<file path="config.mk">
export PLATFORM = sky130hd
export DESIGN_NAME = fetch_module_flat
export DESIGN_NICKNAME = d
export VERILOG_FILES = /design/src/rtl/fetch_module_pkg.sv /design/src/rtl/fetch_module_if.sv /design/src/rtl/fetch_module_queue.sv /design/src/rtl/fetch_module.sv /design/src/flat_wrapper.sv
export SDC_FILE = /design/constraint.sdc
export NUM_CORES = 1
export LEC_CHECK = 0
export BUFFER_PORTS_ARGS = -buffer_cell sky130_fd_sc_hd__buf_2
export CORE_MARGIN = 3
export CORE_UTILIZATION = 62
export DETAILED_ROUTE_END_ITERATION = 16
export PLACE_DENSITY = 0.85
export SLEW_MARGIN = 10
export SYNTH_ARGS = -nofsm -noshare
export SYNTH_HDL_FRONTEND = slang
export SYNTH_SLANG_ARGS = --single-unit
</file>
<file path="constraint.sdc">
create_clock -name in_clk -period 12.7 [get_ports in_clk]
set_clock_uncertainty 0.05 [all_clocks]
set_input_delay 3.81 -clock in_clk [delete_from_list [all_inputs] [get_ports in_clk]]
set_output_delay 3.81 -clock in_clk [all_outputs]
set_load 0.01 [all_outputs]
</file>
<file path="src/rtl/fetch_module_pkg.sv">
// Shared types and defaults for the instruction fetch front end.
// The optional same-cycle bypass path is enabled by defining FETCH_BYPASS_EN.
package fetch_module_pkg;

  localparam logic [1:0] ST_IDLE   = 2'd0;
  localparam logic [1:0] ST_RUN    = 2'd1;
  localparam logic [1:0] ST_HALTED = 2'd2;

  typedef logic [1:0] fetch_state_t;

  localparam int          FETCH_Q_DEPTH = 4;
  localparam logic [31:0] HLT_ENCODING  = 32'hD440_0000;

  typedef struct packed {
    logic [31:0] insnbits;
    logic [63:0] pc;
  } fetch_entry_t;

endpackage

</file>
<file path="src/rtl/fetch_module_if.sv">
// Fetch-side bus bundle: instruction memory request/response and the
// fetch-to-dispatch valid/stall handshake.
interface fetch_module_if #(
  parameter int PC_WIDTH = 64
);

  logic                out_imem_req;
  logic [PC_WIDTH-1:0] out_imem_addr;
  logic [31:0]         in_imem_data;
  logic [31:0]         out_insnbits;
  logic [PC_WIDTH-1:0] out_pc;
  logic                out_fetch_done;
  logic                in_stall;

  modport master (
    output out_imem_req, out_imem_addr, out_insnbits, out_pc, out_fetch_done,
    input  in_imem_data, in_stall
  );

  modport slave (
    input  out_imem_req, out_imem_addr, out_insnbits, out_pc, out_fetch_done,
    output in_imem_data, in_stall
  );

endinterface

</file>
<file path="src/rtl/fetch_module_queue.sv">
// Circular FIFO holding fetched instruction words with their PCs.
// Depth must be a power of two so the pointers wrap by natural overflow.
module fetch_queue #(
  parameter int DEPTH    = 4,
  parameter int PC_WIDTH = 64,
  localparam int PTR_W   = $clog2(DEPTH),
  localparam int CNT_W   = $clog2(DEPTH) + 1
) (
  input  logic                clk,
  input  logic                rst,
  input  logic                flush,
  input  logic                push,
  input  logic [31:0]         push_insn,
  input  logic [PC_WIDTH-1:0] push_pc,
  input  logic                pop,
  output logic [31:0]         head_insn,
  output logic [PC_WIDTH-1:0] head_pc,
  output logic                empty,
  output logic [CNT_W-1:0]    count
);

  logic [31:0]         insn_mem_q [DEPTH];
  logic [PC_WIDTH-1:0] pc_mem_q   [DEPTH];
  logic [PTR_W-1:0]    wr_ptr_q, wr_ptr_d;
  logic [PTR_W-1:0]    rd_ptr_q, rd_ptr_d;
  logic [CNT_W-1:0]    count_q, count_d;

  always_comb begin
    wr_ptr_d = wr_ptr_q;
    rd_ptr_d = rd_ptr_q;
    count_d  = count_q;
    if (flush) begin
      wr_ptr_d = '0;
      rd_ptr_d = '0;
      count_d  = '0;
    end else begin
      if (push) wr_ptr_d = wr_ptr_q + PTR_W'(1);
      if (pop)  rd_ptr_d = rd_ptr_q + PTR_W'(1);
      count_d = count_q + CNT_W'(push) - CNT_W'(pop);
    end
  end

  always_ff @(posedge clk) begin
    if (rst) begin
      wr_ptr_q <= '0;
      rd_ptr_q <= '0;
      count_q  <= '0;
    end else begin
      wr_ptr_q <= wr_ptr_d;
      rd_ptr_q <= rd_ptr_d;
      count_q  <= count_d;
    end
  end

  // Storage carries no reset; validity is tracked entirely by count_q.
  always_ff @(posedge clk) begin
    if (push && !flush) begin
      insn_mem_q[wr_ptr_q] <= push_insn;
      pc_mem_q[wr_ptr_q]   <= push_pc;
    end
  end

  assign head_insn = insn_mem_q[rd_ptr_q];
  assign head_pc   = pc_mem_q[rd_ptr_q];
  assign empty     = (count_q == '0);
  assign count     = count_q;

endmodule

</file>
<file path="src/rtl/fetch_module.sv">
// Instruction fetch front end: PC generation, single-outstanding imem reads,
// queueing and dispatch handshake. Optional FETCH_BYPASS_EN forwards data early.
module fetch_module
  import fetch_module_pkg::*;
#(
  parameter int                   FETCH_Q_DEPTH = fetch_module_pkg::FETCH_Q_DEPTH,
  parameter int                   PC_WIDTH      = 64,
  parameter logic [PC_WIDTH-1:0]  RESET_PC      = '0,
  parameter logic [31:0]          HLT_ENCODING  = fetch_module_pkg::HLT_ENCODING,
  localparam int                  CNT_W         = $clog2(FETCH_Q_DEPTH) + 1
) (
  input  logic                in_clk,
  input  logic                in_rst,
  input  logic                in_start,
  input  logic                in_redirect,
  input  logic [PC_WIDTH-1:0] in_redirect_pc,
  fetch_module_if.master      bus,
  output logic                out_halted,
  output logic [CNT_W-1:0]    out_q_count
);

  fetch_state_t        state_q, state_d;
  logic [PC_WIDTH-1:0] pc_q, pc_d;
  logic                inflight_q, inflight_d;
  logic [PC_WIDTH-1:0] inflight_pc_q, inflight_pc_d;

  logic                redirect_eff, resp_valid, resp_hlt;
  logic                credit_ok, req, bypass_valid;
  logic                q_push, q_pop, q_empty;
  logic [31:0]         head_insn;
  logic [PC_WIDTH-1:0] head_pc;
  logic [CNT_W-1:0]    q_count;
  logic [CNT_W:0]      credit_sum;

  // A response arriving with HLT blocks the overlapping request, so nothing
  // past the halt is ever fetched.
  always_comb begin
    redirect_eff = in_redirect && (state_q != ST_IDLE);
    resp_valid   = inflight_q && !redirect_eff;
    resp_hlt     = resp_valid && (bus.in_imem_data == HLT_ENCODING);
    credit_sum   = {1'b0, q_count} + (CNT_W+1)'(inflight_q) + (CNT_W+1)'(1);
    credit_ok    = (credit_sum <= (CNT_W+1)'(FETCH_Q_DEPTH));
    req          = (state_q == ST_RUN) && !resp_hlt && credit_ok && !in_redirect;
`ifdef FETCH_BYPASS_EN
    bypass_valid = resp_valid && q_empty;
`else
    bypass_valid = 1'b0;
`endif
    q_pop        = !q_empty && !in_redirect && !bus.in_stall;
    q_push       = resp_valid && !(bypass_valid && !bus.in_stall);
  end

  always_comb begin
    state_d       = state_q;
    pc_d          = pc_q;
    inflight_d    = req;
    inflight_pc_d = inflight_pc_q;
    if (req) begin
      pc_d          = pc_q + PC_WIDTH'(4);
      inflight_pc_d = pc_q;
    end
    case (state_q)
      ST_IDLE: if (in_start) state_d = ST_RUN;
      ST_RUN:  if (resp_hlt) state_d = ST_HALTED;
      default: state_d = state_q;
    endcase
    if (redirect_eff) begin
      state_d    = ST_RUN;
      pc_d       = in_redirect_pc;
      inflight_d = 1'b0;
    end
  end

  always_ff @(posedge in_clk) begin
    if (in_rst) begin
      state_q       <= ST_IDLE;
      pc_q          <= RESET_PC;
      inflight_q    <= 1'b0;
      inflight_pc_q <= '0;
    end else begin
      state_q       <= state_d;
      pc_q          <= pc_d;
      inflight_q    <= inflight_d;
      inflight_pc_q <= inflight_pc_d;
    end
  end

  fetch_queue #(
    .DEPTH    (FETCH_Q_DEPTH),
    .PC_WIDTH (PC_WIDTH)
  ) u_queue (
    .clk       (in_clk),
    .rst       (in_rst),
    .flush     (redirect_eff),
    .push      (q_push),
    .push_insn (bus.in_imem_data),
    .push_pc   (inflight_pc_q),
    .pop       (q_pop),
    .head_insn (head_insn),
    .head_pc   (head_pc),
    .empty     (q_empty),
    .count     (q_count)
  );

  // Empty-queue outputs are forced to zero so stale storage never leaks out.
  assign bus.out_imem_req   = req;
  assign bus.out_imem_addr  = pc_q;
  assign bus.out_fetch_done = bypass_valid || (!q_empty && !in_redirect);
  assign bus.out_insnbits   = bypass_valid ? bus.in_imem_data :
                              (q_empty ? 32'h0 : head_insn);
  assign bus.out_pc         = bypass_valid ? inflight_pc_q :
                              (q_empty ? '0 : head_pc);
  assign out_halted         = (state_q == ST_HALTED);
  assign out_q_count        = q_count;

endmodule
</file>
<file path="src/flat_wrapper.sv">
// flat-port wrapper written by rule: the top's interface ports become plain ports
module fetch_module_flat import fetch_module_pkg::*;
#(
  parameter int                   FETCH_Q_DEPTH = fetch_module_pkg::FETCH_Q_DEPTH,
  parameter int                   PC_WIDTH      = 64,
  parameter logic [PC_WIDTH-1:0]  RESET_PC      = '0,
  parameter logic [31:0]          HLT_ENCODING  = fetch_module_pkg::HLT_ENCODING,
  localparam int                  CNT_W         = $clog2(FETCH_Q_DEPTH) + 1
)
  (in_clk, in_rst, in_start, in_redirect, in_redirect_pc, out_halted, out_q_count, bus_out_imem_req, bus_out_imem_addr, bus_out_insnbits, bus_out_pc, bus_out_fetch_done, bus_in_imem_data, bus_in_stall);
  fetch_module_if #(.PC_WIDTH(PC_WIDTH)) bus_i ();
  input  logic in_clk;
  input  logic in_rst;
  input  logic in_start;
  input  logic in_redirect;
  input  logic [PC_WIDTH-1:0] in_redirect_pc;
  output logic out_halted;
  output logic [CNT_W-1:0] out_q_count;
  output wire logic [$bits(bus_i.out_imem_req)-1:0] bus_out_imem_req;
  output wire logic [$bits(bus_i.out_imem_addr)-1:0] bus_out_imem_addr;
  output wire logic [$bits(bus_i.out_insnbits)-1:0] bus_out_insnbits;
  output wire logic [$bits(bus_i.out_pc)-1:0] bus_out_pc;
  output wire logic [$bits(bus_i.out_fetch_done)-1:0] bus_out_fetch_done;
  input wire logic [$bits(bus_i.in_imem_data)-1:0] bus_in_imem_data;
  input wire logic [$bits(bus_i.in_stall)-1:0] bus_in_stall;
  assign bus_out_imem_req = bus_i.out_imem_req;
  assign bus_out_imem_addr = bus_i.out_imem_addr;
  assign bus_out_insnbits = bus_i.out_insnbits;
  assign bus_out_pc = bus_i.out_pc;
  assign bus_out_fetch_done = bus_i.out_fetch_done;
  assign bus_i.in_imem_data = bus_in_imem_data;
  assign bus_i.in_stall = bus_in_stall;
  fetch_module #(.FETCH_Q_DEPTH(FETCH_Q_DEPTH), .PC_WIDTH(PC_WIDTH), .RESET_PC(RESET_PC), .HLT_ENCODING(HLT_ENCODING)) u_core (.in_clk(in_clk), .in_rst(in_rst), .in_start(in_start), .in_redirect(in_redirect), .in_redirect_pc(in_redirect_pc), .bus(bus_i), .out_halted(out_halted), .out_q_count(out_q_count));
endmodule
</file>
; Yosys cells after proc, flatten, opt, wreduce, memory -nomap -nowiden
; Memories as Yosys holds them, arrays and structs flattened. A register that Yosys moved wholly into a read port is not among the register bits.
; Index checks and enable logic that the tools add are counted.
[op_classes]
add_sub_neg = 7
n_mul = 0
div_mod_pow = 0
order_cmp = 1
n_eq_ne = 7
shift = 0
mux = 14
bitwise_logic = 0
reduce_logical = 23
[op_table]
columns = cell, n
row1 = two-way mux 64 bit, 3
row2 = adder 64 x 3 -> 64 bit (second input constant), 1
row3 = == test 32 bit (second input constant), 1
row4 = two-way mux 32 bit, 1
row5 = two-way mux 2 bit, 6
row6 = logical AND 1 bit, 9
row7 = AND reduction 3 bit, 2
row8 = nonzero test 2 bit, 3
row9 = logical NOT 1 bit, 5
row10 = adder 2 x 1 -> 2 bit (second input constant), 2
row11 = adder 3 x 1 -> 4 bit, 1
row12 = adder 4 x 1 -> 4 bit (second input constant), 1
row13 = <= comparator 4 x 3 -> 1 bit (second input constant), 1
row14 = case mux 2 bit (2 select lines), 1
row15 = adder 3 x 1 -> 3 bit, 1
row16 = logical NOT 3 bit, 1
row17 = two-way mux 1 bit, 3
row18 = != test 3 x 1 -> 1 bit (second input constant), 1
row19 = != test 3 x 2 -> 1 bit (second input constant), 1
row20 = nonzero test 3 bit, 1
row21 = subtractor 3 x 1 -> 3 bit, 1
row22 = == test 2 x 1 -> 1 bit (second input constant), 1
row23 = == test 2 bit (second input constant), 1
row24 = logical NOT 2 bit, 1
row25 = other kinds (3), 3
[word_totals]
ff_bits = 138
latchBits = 0
ram_bits = 384
mem_bits_ro = 0
input_bits = 101
out_inout_bits = 166
mem_count = 2
[memory_table]
columns = memory, depth, word_bits, rd, rd_clocked_by_memory_dff, write_ports, line
row1 = u_core.u_queue.pc_mem_q, 4, 64, 1, 1, 1, fetch_module_queue.sv:23  ; logic [PC_WIDTH-1:0] pc_mem_q [DEPTH];
row2 = u_core.u_queue.insn_mem_q, 4, 32, 1, 1, 1, fetch_module_queue.sv:22  ; logic [31:0] insn_mem_q [DEPTH];

; Longest topological paths before layout
; Gate-level depths: netlist of run 1.
[logic_depth]
depth_word = 11
ltp_mapped = 14

; Modules after synthesis
; Synthesis of run 1 repeated with hierarchy kept, for this count alone.
[hier_totals]
cells_unflattened = 1480
hier_area_um2 = 21274.2
[modules_own_cells]
columns = module, instances, cells_each, area_each_um2, seq_area_each_um2
row1 = fetch_queue, 1, 548, 14310.0, 11711.2
row2 = fetch_module, 1, 932, 6964.2, 2622.5

; Worst setup path before layout of run 1
; OpenSTA, ideal clock, no wires.
[synth_path]
path_kind = in2out
startpoint = input port bus_in_imem_data[16]
endpoint = output port bus_out_imem_req
arrival_time_ps = 5100
required_time_ps = 8840
slack_ps = 3740
cell_stages = 7
path_buffers = 2
cell_sequence = nor4b_1 > nand4_1 > or3_1 > clkbuf_1 > nand2_1 > inv_2 > clkbuf_1
[synth_between]
elab_chain_len = 6
[synth_lines]
columns = element, line
row1 = start: declaration, flat_wrapper.sv:24  ; input wire logic [$bits(bus_i.in_imem_data)-1:0] bus_in_imem_data;
row2 = == test 32 bit, fetch_module.sv:40  ; resp_hlt = resp_valid && (bus.in_imem_data == HLT_ENCODING);
row3 = logical AND 1 bit, fetch_module.sv:40
row4 = logical NOT 1 bit, fetch_module.sv:43  ; req = (state_q == ST_RUN) && !resp_hlt && credit_ok && !in_redirect;
row5 = logical AND 1 bit (3 in a row), fetch_module.sv:43
row6 = end: declaration, flat_wrapper.sv:19  ; output wire logic [$bits(bus_i.out_imem_req)-1:0] bus_out_imem_req;
; No other way between the ends.

; Final worst setup path of run 1
[layout_path]
startpoint = input port bus_in_imem_data[28]
endpoint = output port bus_out_imem_req
; Same word-level chain as after synthesis.

==> results.md, run 1 <==
* Share of cells above drive strength 1 at 27.81%
* Syn Inst Count at 1437
* Post_cts resized at 0
* Initial antenna violation count at 10
* Top_reg_cell synth: edfxtp_1
* Critical Path End Type: output port
* PD cells at 158.3 mW/mm^2
* CP arrival at 5.66 ns
* Post-DP HPWL at 31.90 mm
* Post-synth EDFFs at 384
* Post-route setup TNS at 0 ns
* First-pass GRT wire length at 80.85 mm
* Vias in the first global route at about 14000
* Yosys top cell area share at a little over half
* # clock sinks at 524
* Fillers at approximately 2000
* Crit path time final at 9.519 ns
* Slew Viols, Final at 0
* Fmax at 105.1 MHz
* GRT Total Usage at 29.37%
* Worst skew pair latency at roughly 0.55 ns
* Clock Path Buffers at 3
* Post-synthesis cell type count at 54
* Avg Vias per Cell at approximately 6.3
* DR vias at about 14000
* Die Span X at between 150 and 200 um
* Slew margin rel. at 26.51%
* Remaining antenna violation count after routing at 0
* Worst hold path class: reg2reg
* Final period util at between 70 and 80%
* Num ports at 267
* Clock Pin Slew Worst Setup and Hold Paths at around 0.060 ns
* DR WL/cell at 24.32 um
* Final hold violation count at 0
* Critical Path Fanout Max at 6
* Netlist Area Pre-Place at around 0.021 mm^2
* Peak supply drop at approximately 110 uV
* Worst setup SP type: input pin
* Grt ovf at 0
* CTS Hold Buffers Added at 0
* Ys async rst share at 0%
* Static Leakage at 0.007880 uW
* First drt pass iteration count at 6
* DRC Markers at 0
* DR iter-0 viols at 1241
* Final setup margin at 3.181 ns
* GP Congestion at 0.8446
* Synthesis-to-layout area growth at 16.53%
* Mean Syn Cell Area at 14.62 um^2
* Final setup violation count at 0
* Yosys reg bits at 524
* CTS tree: done
* RSZ-0062 raised after global routing: no
* H-tree depth at 2
* CTS Buf Count at 50
* Status: finished clean
* Post-CTS setup buffer count at 0
* CP Class: in2out
* Core area at 0.03295 mm^2
* Max Cap Viol at 0
* Largest net degree at the start of global routing at 98
* Root buf cell: clkbuf_16
* Multi-input gate area at about 0.0063 mm^2
* Setup slack at placement at between 3 and 4 ns
* Storage cell area at 0.01434 mm^2
* Initial Util at 63.76%
* Worst endpoint required time at 8.84 ns
* Die Ht at 190.1 um
* Area leader, netlist: edfxtp_1
* Buffers on Ports at 266
* Worst slew pin tran at about 1.1 ns
* Total wire length at 52.77 mm
* Sequential share of the synthesized area at approximately two thirds
* Yosys warning count at 0
* Rows at 66
* Synth top area cells: edfxtp_1, dfxtp_1, mux4_2, nand2_1, nor2b_1
* Post-synth net total at around 1500
* Area of the die at 0.03613 mm^2
* # nets final at 1796
-- worst max-delay path, cell delays in order --
cell and delay, ns:
buf_2 0.12, nor4bb_1 0.52, nand4_1 0.29, or3_1 0.56
nand2_2 0.15, inv_2 0.06, buf_2 0.14
-- cell type report --
cell class / count / share of cell area, %
sequential: 524 / 58.58
clock buffer: 59 / 5.551
tap: 442 / 2.259
clock inverter: 35 / 1.508
antenna: 2 / 0.02044
timing repair buffer: 283 / 5.970
multi-input combinational: 806 / 25.82
inverter: 19 / 0.2913
-- path summary, 6_finish.rpt --
kind | start | end | slack [ns] | cells after the start
hold / removal | u_core.bus.out_imem_addr[0] | u_core.bus.out_imem_addr[0] | 0.43 | 2
setup / recovery | bus_in_imem_data[28] | bus_out_imem_req | 3.18 | 7
hold reg to reg | u_core.bus.out_imem_addr[0] | u_core.bus.out_imem_addr[0] | 0.43 | 2
setup reg to reg | u_core.inflight_q | u_core.bus.out_imem_addr[51] | 9.03 | 10
-- cells by family after synthesis --
| family | Yosys count | synth area share (%) |
|---|---|---|
| XOR/XNOR | 49 | 2.043 |
| AO/OA/AOI/OAI | 149 | 4.419 |
| flip-flops | 524 | 68.23 |
| buffers and inverters | 107 | 1.924 |
| adder cells (fa/ha/maj) | 11 | 0.6909 |
| AND/OR/NAND/NOR | 498 | 12.26 |
| multiplexers | 99 | 10.43 |
-- metrics by stage --
| step | instance area (um^2) | instances | total power (uW) | hold WS (ns) | util (%) |
|---|---|---|---|---|---|
| after floorplan | 21010 | 1437 | 2157 | 0.4100 | - |
| after global placement | 22750 | 2074 | 2357 | 0.4201 | 69.04 |
| after detailed placement | 22750 | 2074 | 2365 | 0.4207 | 69.04 |
| after CTS | 24470 | 2168 | 3894 | 0.4311 | 74.28 |
| after global routing | 24480 | 2169 | 3998 | 0.4487 | 74.29 |
| final | 24480 | 2170 | 3876 | 0.4285 | 74.30 |
-- synth_stat cells, drive strengths merged, types with 13 or more instances --
library cell  instances
a211oi               33
a21oi                71
buf                  13
clkbuf               75
dfxtp               140
edfxtp              384
inv                  19
mux4                 96
nand2               173
nand3                29
nand4                21
nor2                 66
nor2b                99
nor3                 18
nor4                 43
o21ai                16
xnor2                44
-- where the power goes --
group	switching (uW)	internal (uW)	total (uW)	leakage (uW)
registers	41.9	1860	1900	0.00425
logic	268	164	432	0.00276
clock network	618	926	1540	0.000864
total	928	2950	3880	0.00788
-- flip-flops by register name, indices dropped and copies added (netlist names), named ones only --
| signal | count |
|---|---|
| u_core.inflight_pc_q | 64 |
| u_core.state_q | 2 |
| u_core.u_queue.pc_mem_q | 256 |
| u_core.bus.out_imem_addr | 64 |
| u_core.u_queue.insn_mem_q | 128 |
| u_core.u_queue.rd_ptr_q | 2 |
| u_core.u_queue.count | 3 |
| u_core.inflight_q | 1 |
| u_core.u_queue.wr_ptr_q | 2 |
-- cells in the final DEF (no fill, tap or decap), types with 13 or more instances in the layout --
master,instances
a211oi_1,33
a21oi_1,71
buf_2,265
buf_4,18
clkbuf_16,53
clkinv_2,16
dfxtp_1,138
edfxtp_1,384
inv_1,18
mux4_2,96
nand2_1,172
nand3_1,29
nand4_1,19
nor2_1,66
nor2b_1,99
nor3_1,13
nor4_1,42
xnor2_1,44
-- metal layers --
layer  vias to the layer above  GRT usage, %  routed length (um)
met4                        14         10.18                1693
met1                      6825         38.30               19430
li1                       5952             -                   -
met5                         -             0                  82
met2                       741         49.36               26560
met3                       130         6.541                4997
(Power assumes the default switching activity.)
==> run 2, diff against run 1 <==
Settings changed: CORE_UTILIZATION 62 to 58, PLACE_DENSITY 0.85 to 0.8.
Clock period 12.7 ns to 9.8 ns, I/O delays scaled along.
==> run 2 against run 1 <==
Global-route usage fell by 3.2 points. Core utilization shrank 6.0 points. Clock power is 21% higher. Largest cell class unchanged. Largest power group unchanged. Highest routed layer unchanged.
==> results.md, run 2 (synthesis results as in run 1) <==
* DR WL/cell at 23.24 um
* Biggest register: u_core.u_queue.pc_mem_q
* Clock Pin Slew Worst Setup and Hold Paths at 0.06 ns
* First-pass GRT wire length at 77.66 mm
* Worst slew pin tran at 1.023 ns
* Most used cell, CP: buf_2
* Critical Path Fanout Max at 6
* Remaining antenna violation count after routing at 0
* Post-route setup TNS at 0 ns
* Psw at ~1200 uW
* H-tree depth at 2
* DR iter-0 viols at about 1100
* # nets final at 1797
* Die Span X at 196.3 um
* CTS Buf Count at 51
* Initial Util at 58.92%
* Fmax at 129.0 MHz
* DRC Markers at 0
* Initial antenna violation count at 11
* First drt pass iteration count at 5
* Worst hold path class: reg2reg
* Post_cts resized at 0
* Most common cell after layout, fill and taps aside: edfxtp_1
* CTS tree: done
* GRT Total Usage at 26.13%
* GP Congestion at 0.8625
* DR vias at 13380
* Total wire length at roughly 50 mm
* Final setup violation count at 0
* CTS Hold Buffers Added at 0
* Crit path time final at 7.749 ns
* Max Cap Viol at 0
* Root buf cell: clkbuf_16
* Rows at 69
* CP Class: in2out
* Peak supply drop at 175.6 uV
* Post-CTS setup buffer count at 0
* Area of the die at 0.03854 mm^2
* PD cells at approximately 200 mW/mm^2
* Avg Vias per Cell at 6.113
* Comb power frac at a little under an eighth
* Worst path slowest cell: or3_1
* Critical path cell sequence: buf_2, nor4bb_1, nand4_1, or3_1, nand2_2, inv_2, buf_2
* CP arrival at 4.76 ns
* CP peak stage delay at 0.57 ns
* Worst skew pair latency at 0.58 ns
* RSZ-0062 raised after global routing: no
* Slew margin rel. at about a third
* Static Leakage at ~0.0078 uW
* Worst endpoint required time at roughly 6.8 ns
* Num ports at 267
* Grt ovf at 0
* Sw Share at 24.24%
* Worst setup SP type: input pin
* # clock sinks at 524
* Post-Layout Cell Count at 2189
* Final hold violation count at 0
* Slew Viols, Final at 0
* Vias in the first global route at 13390
* Synthesis-to-layout area growth at 15.98%
* Regs by FF count: u_core.u_queue.pc_mem_q x256, u_core.u_queue.insn_mem_q x128
* Sequential Power Share at 50.6%
* Post-DP HPWL at 31.77 mm
* Final period util at 79.08%
* Core area at 0.03566 mm^2
* Status: finished clean
* Int Pwr at about 3700 uW
* Most frequent cells in the layout: edfxtp_1, buf_2, nand2_1
* Share of cells above drive strength 1 at 27.05%
* Placed insts at 2093
* Die Ht at 196.3 um
* Critical Path End Type: output port
* Clock Path Buffers at 3
* Number of flip-flops in the largest register at approximately 260
* Buffers on Ports at approximately 270
* Largest net degree at the start of global routing at slightly below 100
* Clock power share at 38.1%
run 2: changes by cell type in the layout (fill, tap and decap cells not counted), sizes merged:
cell and delta:
bufinv -5, clkinvlp +3, clkinv -13, clkbuf +12, diode +3
run 2: worst max-delay path, delay by kind of cell:
kind / cells / cell delay (ns)
and+or+nand+nor: 4 / 1.48
buffers and inverters: 3 / 0.32
run 2: layout make-up:
type                       instances  area, um^2
antenna                            5       12.51
clock buffer                      71        1394
clock inverter                    20       187.7
fill                            2439       11290
inverter                          19       71.32
multi-input combinational        806        6320
sequential                       524       14340
tap                              461       576.8
timing repair buffer             283        1461
run 2: power groups by stage:
stage / combinational, uW / clock, uW / sequential [uW]
2_1_floorplan: 303 / 0 / 2490
3_3_place_gp: 552 / 0 / 2510
3_5_place_dp: 554 / 0 / 2510
4_1_cts: 558 / 1880 / 2460
5_1_grt: 596 / 1970 / 2470
6_report: 551 / 1860 / 2460
run 2: routing by layer:
| metal | up-vias | global-route usage [%] | part of all wire, % |
|---|---|---|---|
| li1 | 5967 | - | - |
| met1 | 6716 | 36.02 | 40 |
| met2 | 578 | 42.49 | 48 |
| met3 | 107 | 6.131 | 8.6 |
| met4 | 14 | 7.394 | 2.6 |
| met5 | - | 0 | 0.16 |
run 2: worst paths after layout:
| kind | to | start | cells past startpoint | slack [ns] |
|---|---|---|---|---|
| hold reg to reg | u_core.inflight_pc_q[0] | u_core.bus.out_imem_addr[0] | 2 | 0.43 |
| hold / removal | u_core.inflight_pc_q[0] | u_core.bus.out_imem_addr[0] | 2 | 0.43 |
| setup / recovery | bus_out_imem_req | bus_in_imem_data[27] | 7 | 2.05 |
| setup reg to reg | u_core.bus.out_imem_addr[55] | u_core.inflight_q | 11 | 6.02 |
run 2: per-stage QoR:
stage	util, %	total power [uW]	hold WS, ns	setup slack, ns	instance area (um^2)
after floorplan	-	2796	0.4100	2.580	21010
after global placement	63.86	3058	0.4049	2.144	22770
after detailed placement	63.86	3063	0.4260	2.110	22770
after CTS	68.30	4904	0.4336	2.006	24350
after global routing	68.31	5036	0.4435	1.997	24350
final	68.33	4870	0.4288	2.051	24360
==> run 3, diff against run 2 <==
Settings changed: ABC_AREA set to 1, CORE_UTILIZATION 58 to 59, PLACE_DENSITY 0.8 to 0.81.
Clock period 9.8 ns to 7.2 ns, I/O delays scaled along.
==> run 3 against run 2 <==
Sequential power rose by 41%. Sequential share of layout area decreased by 4.5 points. Core utilization increased by 1.2 points. First-iteration DRC count is 84% higher. Total power is 49% higher. Critical endpoint unchanged. Worst setup slack got worse by 0.58 ns. Cell count grew 50%.
==> results.md, run 3 <==
* Status: finished clean
* Worst reg2reg startpoint: u_core.inflight_q
* Worst slew pin tran at 1.126 ns
* Core area at 0.03793 mm^2
* Yosys warning count at 0
* Count leader, synth: nor2_1
* GP Congestion at 1.011
* Ant. Diodes at 0
* Fmax at 174.5 MHz
* Worst hold path class: reg2reg
* WL met3 at 5.891 mm
* Initial antenna violation count at 0
* Static Leakage at 0.01037 uW
* RSZ-0062 raised after global routing: no
* DRT met1 WL at 25.88 mm
* Number of flip-flops in the largest register at 256
* Root buf cell: clkbuf_16
* Worst Hold Launch: u_core.u_queue.rd_ptr_q[0]
* Syn Inst Count at 2513
* Biggest register: u_core.u_queue.pc_mem_q
* Netlist Area Pre-Place at 0.02292 mm^2
* Post-Layout Cell Count at 3276
* Max Cap Viol at 0
* First-pass GRT wire length at 98.59 mm
* Synth top area cells: edfxtp_1, dfxtp_1, nor2_1, nand2_1, o21ai_0
* Final hold violation count at 0
* Peak supply drop at 168.0 uV
* Avg Vias per Cell at 5.744
* Fillers at ~2900
* Worst skew pair latency at 0.60 ns
* RR Endpoint: u_core.bus.out_imem_addr[42]
* CTS Hold Buffers Added at 0
* Num ports at 267
* Worst endpoint required time at 4.99 ns
* Die Ht at just over 200 um
* Critical path cell sequence: buf_2, nor2_1, nand2_1, nor2_1, nand2_1, nor2_1, nand2_2, nand3_4, inv_2, buf_2
* GRT Total Usage at 30.58%
* DR WL/cell at 19.67 um
* CP Class: in2out
* Post-synth EDFFs at 384
* Yosys reg bits at 524
* H-tree depth at 2
* PD cells at 275.4 mW/mm^2
* Critical Path End Type: output port
* Area of the die at 0.04125 mm^2
* Rows at 71
* Post-CTS setup buffer count at 0
* Most common cell after layout, fill and taps aside: nor2_1
* Worst setup SP type: input pin
* Slew margin rel. at 24.97%
* Final period util at 79.61%
* Post_cts resized at 0
* # clock sinks at 524
* Sequential share of the synthesized area at 62.54%
* CTS tree: done
* DR iter-0 viols at 1938
* Regs by FF count: u_core.u_queue.pc_mem_q x256, u_core.u_queue.insn_mem_q x128
* Slew Viols, Final at 0
* Area leader, netlist: edfxtp_1
* Post-synth net total at 2625
* CP peak stage delay at 0.24 ns
* Largest net degree at the start of global routing at 115
* Post-DP HPWL at 40.50 mm
* Initial Util at 60.42%
* Placed insts at 3180
* Final setup violation count at 0
* Buffers on Ports at roughly 270
* Grt ovf at 0
* Die Span X at slightly above 200 um
* R2R depth at 17
* Worst path slowest cell: nand3_4
* CTS Buf Count at 51
* Synth cell count leaders: nor2_1, nand2_1, edfxtp_1
* DR vias at about 19000
* Top Metal Used: met4
* First drt pass iteration count at 6
* Post-route setup TNS at 0 ns
* Total wire length at 64.43 mm
* Synthesis-to-layout area growth at 15.09%
* Post-synthesis cell type count at 36
* Clock Path Buffers at 3
* Yosys top cell area share at 50.31%
* DRC Markers at 0
* # nets final at 2834
* Vias in the first global route at 18300
* Remaining antenna violation count after routing at 0
* Share of cells above drive strength 1 at 15.12%
* Ys async rst share at 0%
* Crit path time final at 5.732 ns
* Most frequent cells in the layout: nor2_1, nand2_1, edfxtp_1
* Most used cell, CP: nor2_1
* Top_reg_cell synth: edfxtp_1
* Worst Hold Path Cells at 1
* Mean Syn Cell Area at between 9 and 10 um^2
* CP arrival at 3.52 ns
* Worst hold margin at ~0.43 ns
* Critical Path Fanout Max at 18
* WL met2 at 30.47 mm
* Reg2Reg Setup Slack at 4.00 ns
* Clock Pin Slew Worst Setup and Hold Paths at roughly 0.060 ns
-- run 3: layout make-up --
| cell class | instances | area (um^2) | area share, % |
|---|---|---|---|
| Inverter | 95 | 360.3 | 1.366 |
| Timing Repair Buffer | 289 | 1516 | 5.749 |
| Multi-Input combinational cell | 1761 | 7691 | 29.16 |
| Sequential cell | 524 | 14340 | 54.37 |
| Tap cell | 511 | 639.4 | 2.424 |
| Clock buffer | 67 | 1429 | 5.417 |
| Clock inverter | 29 | 401.6 | 1.523 |
-- run 3: logic make-up (layout without fill, tap and decap cells) --
kind of cell             Yosys count  count (layout)  share of synthesized area [%]
AND/OR/NAND/NOR                 1324            1324                          23.28
flip-flops                       524             524                          62.54
AO/OA/AOI/OAI                    420             420                          9.259
buffers and inverters            228             480                          4.062
adder cells (fa/ha/maj)           11              11                         0.6333
XOR/XNOR                           6               6                         0.2293
-- run 3: worst max-delay path by stage --
stage,start,to,slack [ns],cells past startpoint
3_3_place_gp,bus_in_imem_data[1],bus_out_imem_req,1.48,10
6_report,bus_in_imem_data[7],bus_out_imem_req,1.47,10
5_1_grt,bus_in_imem_data[6],bus_out_imem_req,1.33,10
4_1_cts,bus_in_imem_data[3],bus_out_imem_req,1.42,10
3_5_place_dp,bus_in_imem_data[3],bus_out_imem_req,1.44,10
2_1_floorplan,in_redirect,u_core.u_queue.insn_mem_q[0][0],0.27,3
-- run 3: metrics by stage --
step	power [uW]	worst slack [ns]	utilization, %	area, um^2
finish	7264	1.468	69.54	26380
global route	7509	1.329	69.54	26380
CTS	7286	1.418	69.54	26380
detailed placement	4439	1.442	64.72	24550
global placement	4414	1.481	64.72	24550
floorplan	4015	0.2704	-	22920
-- run 3: metal layers --
| metal | vias up | track usage [%] |
|---|---|---|
| li1 | 8822 | - |
| met1 | 8888 | 40.73 |
| met2 | 961 | 50.60 |
| met3 | 147 | 5.596 |
| met4 | 0 | 11.41 |
| met5 | - | 0 |
-- run 3: worst max-delay path: cells and delay by family --
kind,cells,cell delay [ns]
buffers and inverters,3,0.34
AND/OR/NAND/NOR,7,1.02
-- run 3: power breakdown --
group	switching (uW)	internal, uW	leakage, uW
clock network	1140	1730	0.000892
logic	635	301	0.00448
registers	149	3310	0.00499
total	1920	5340	0.0104
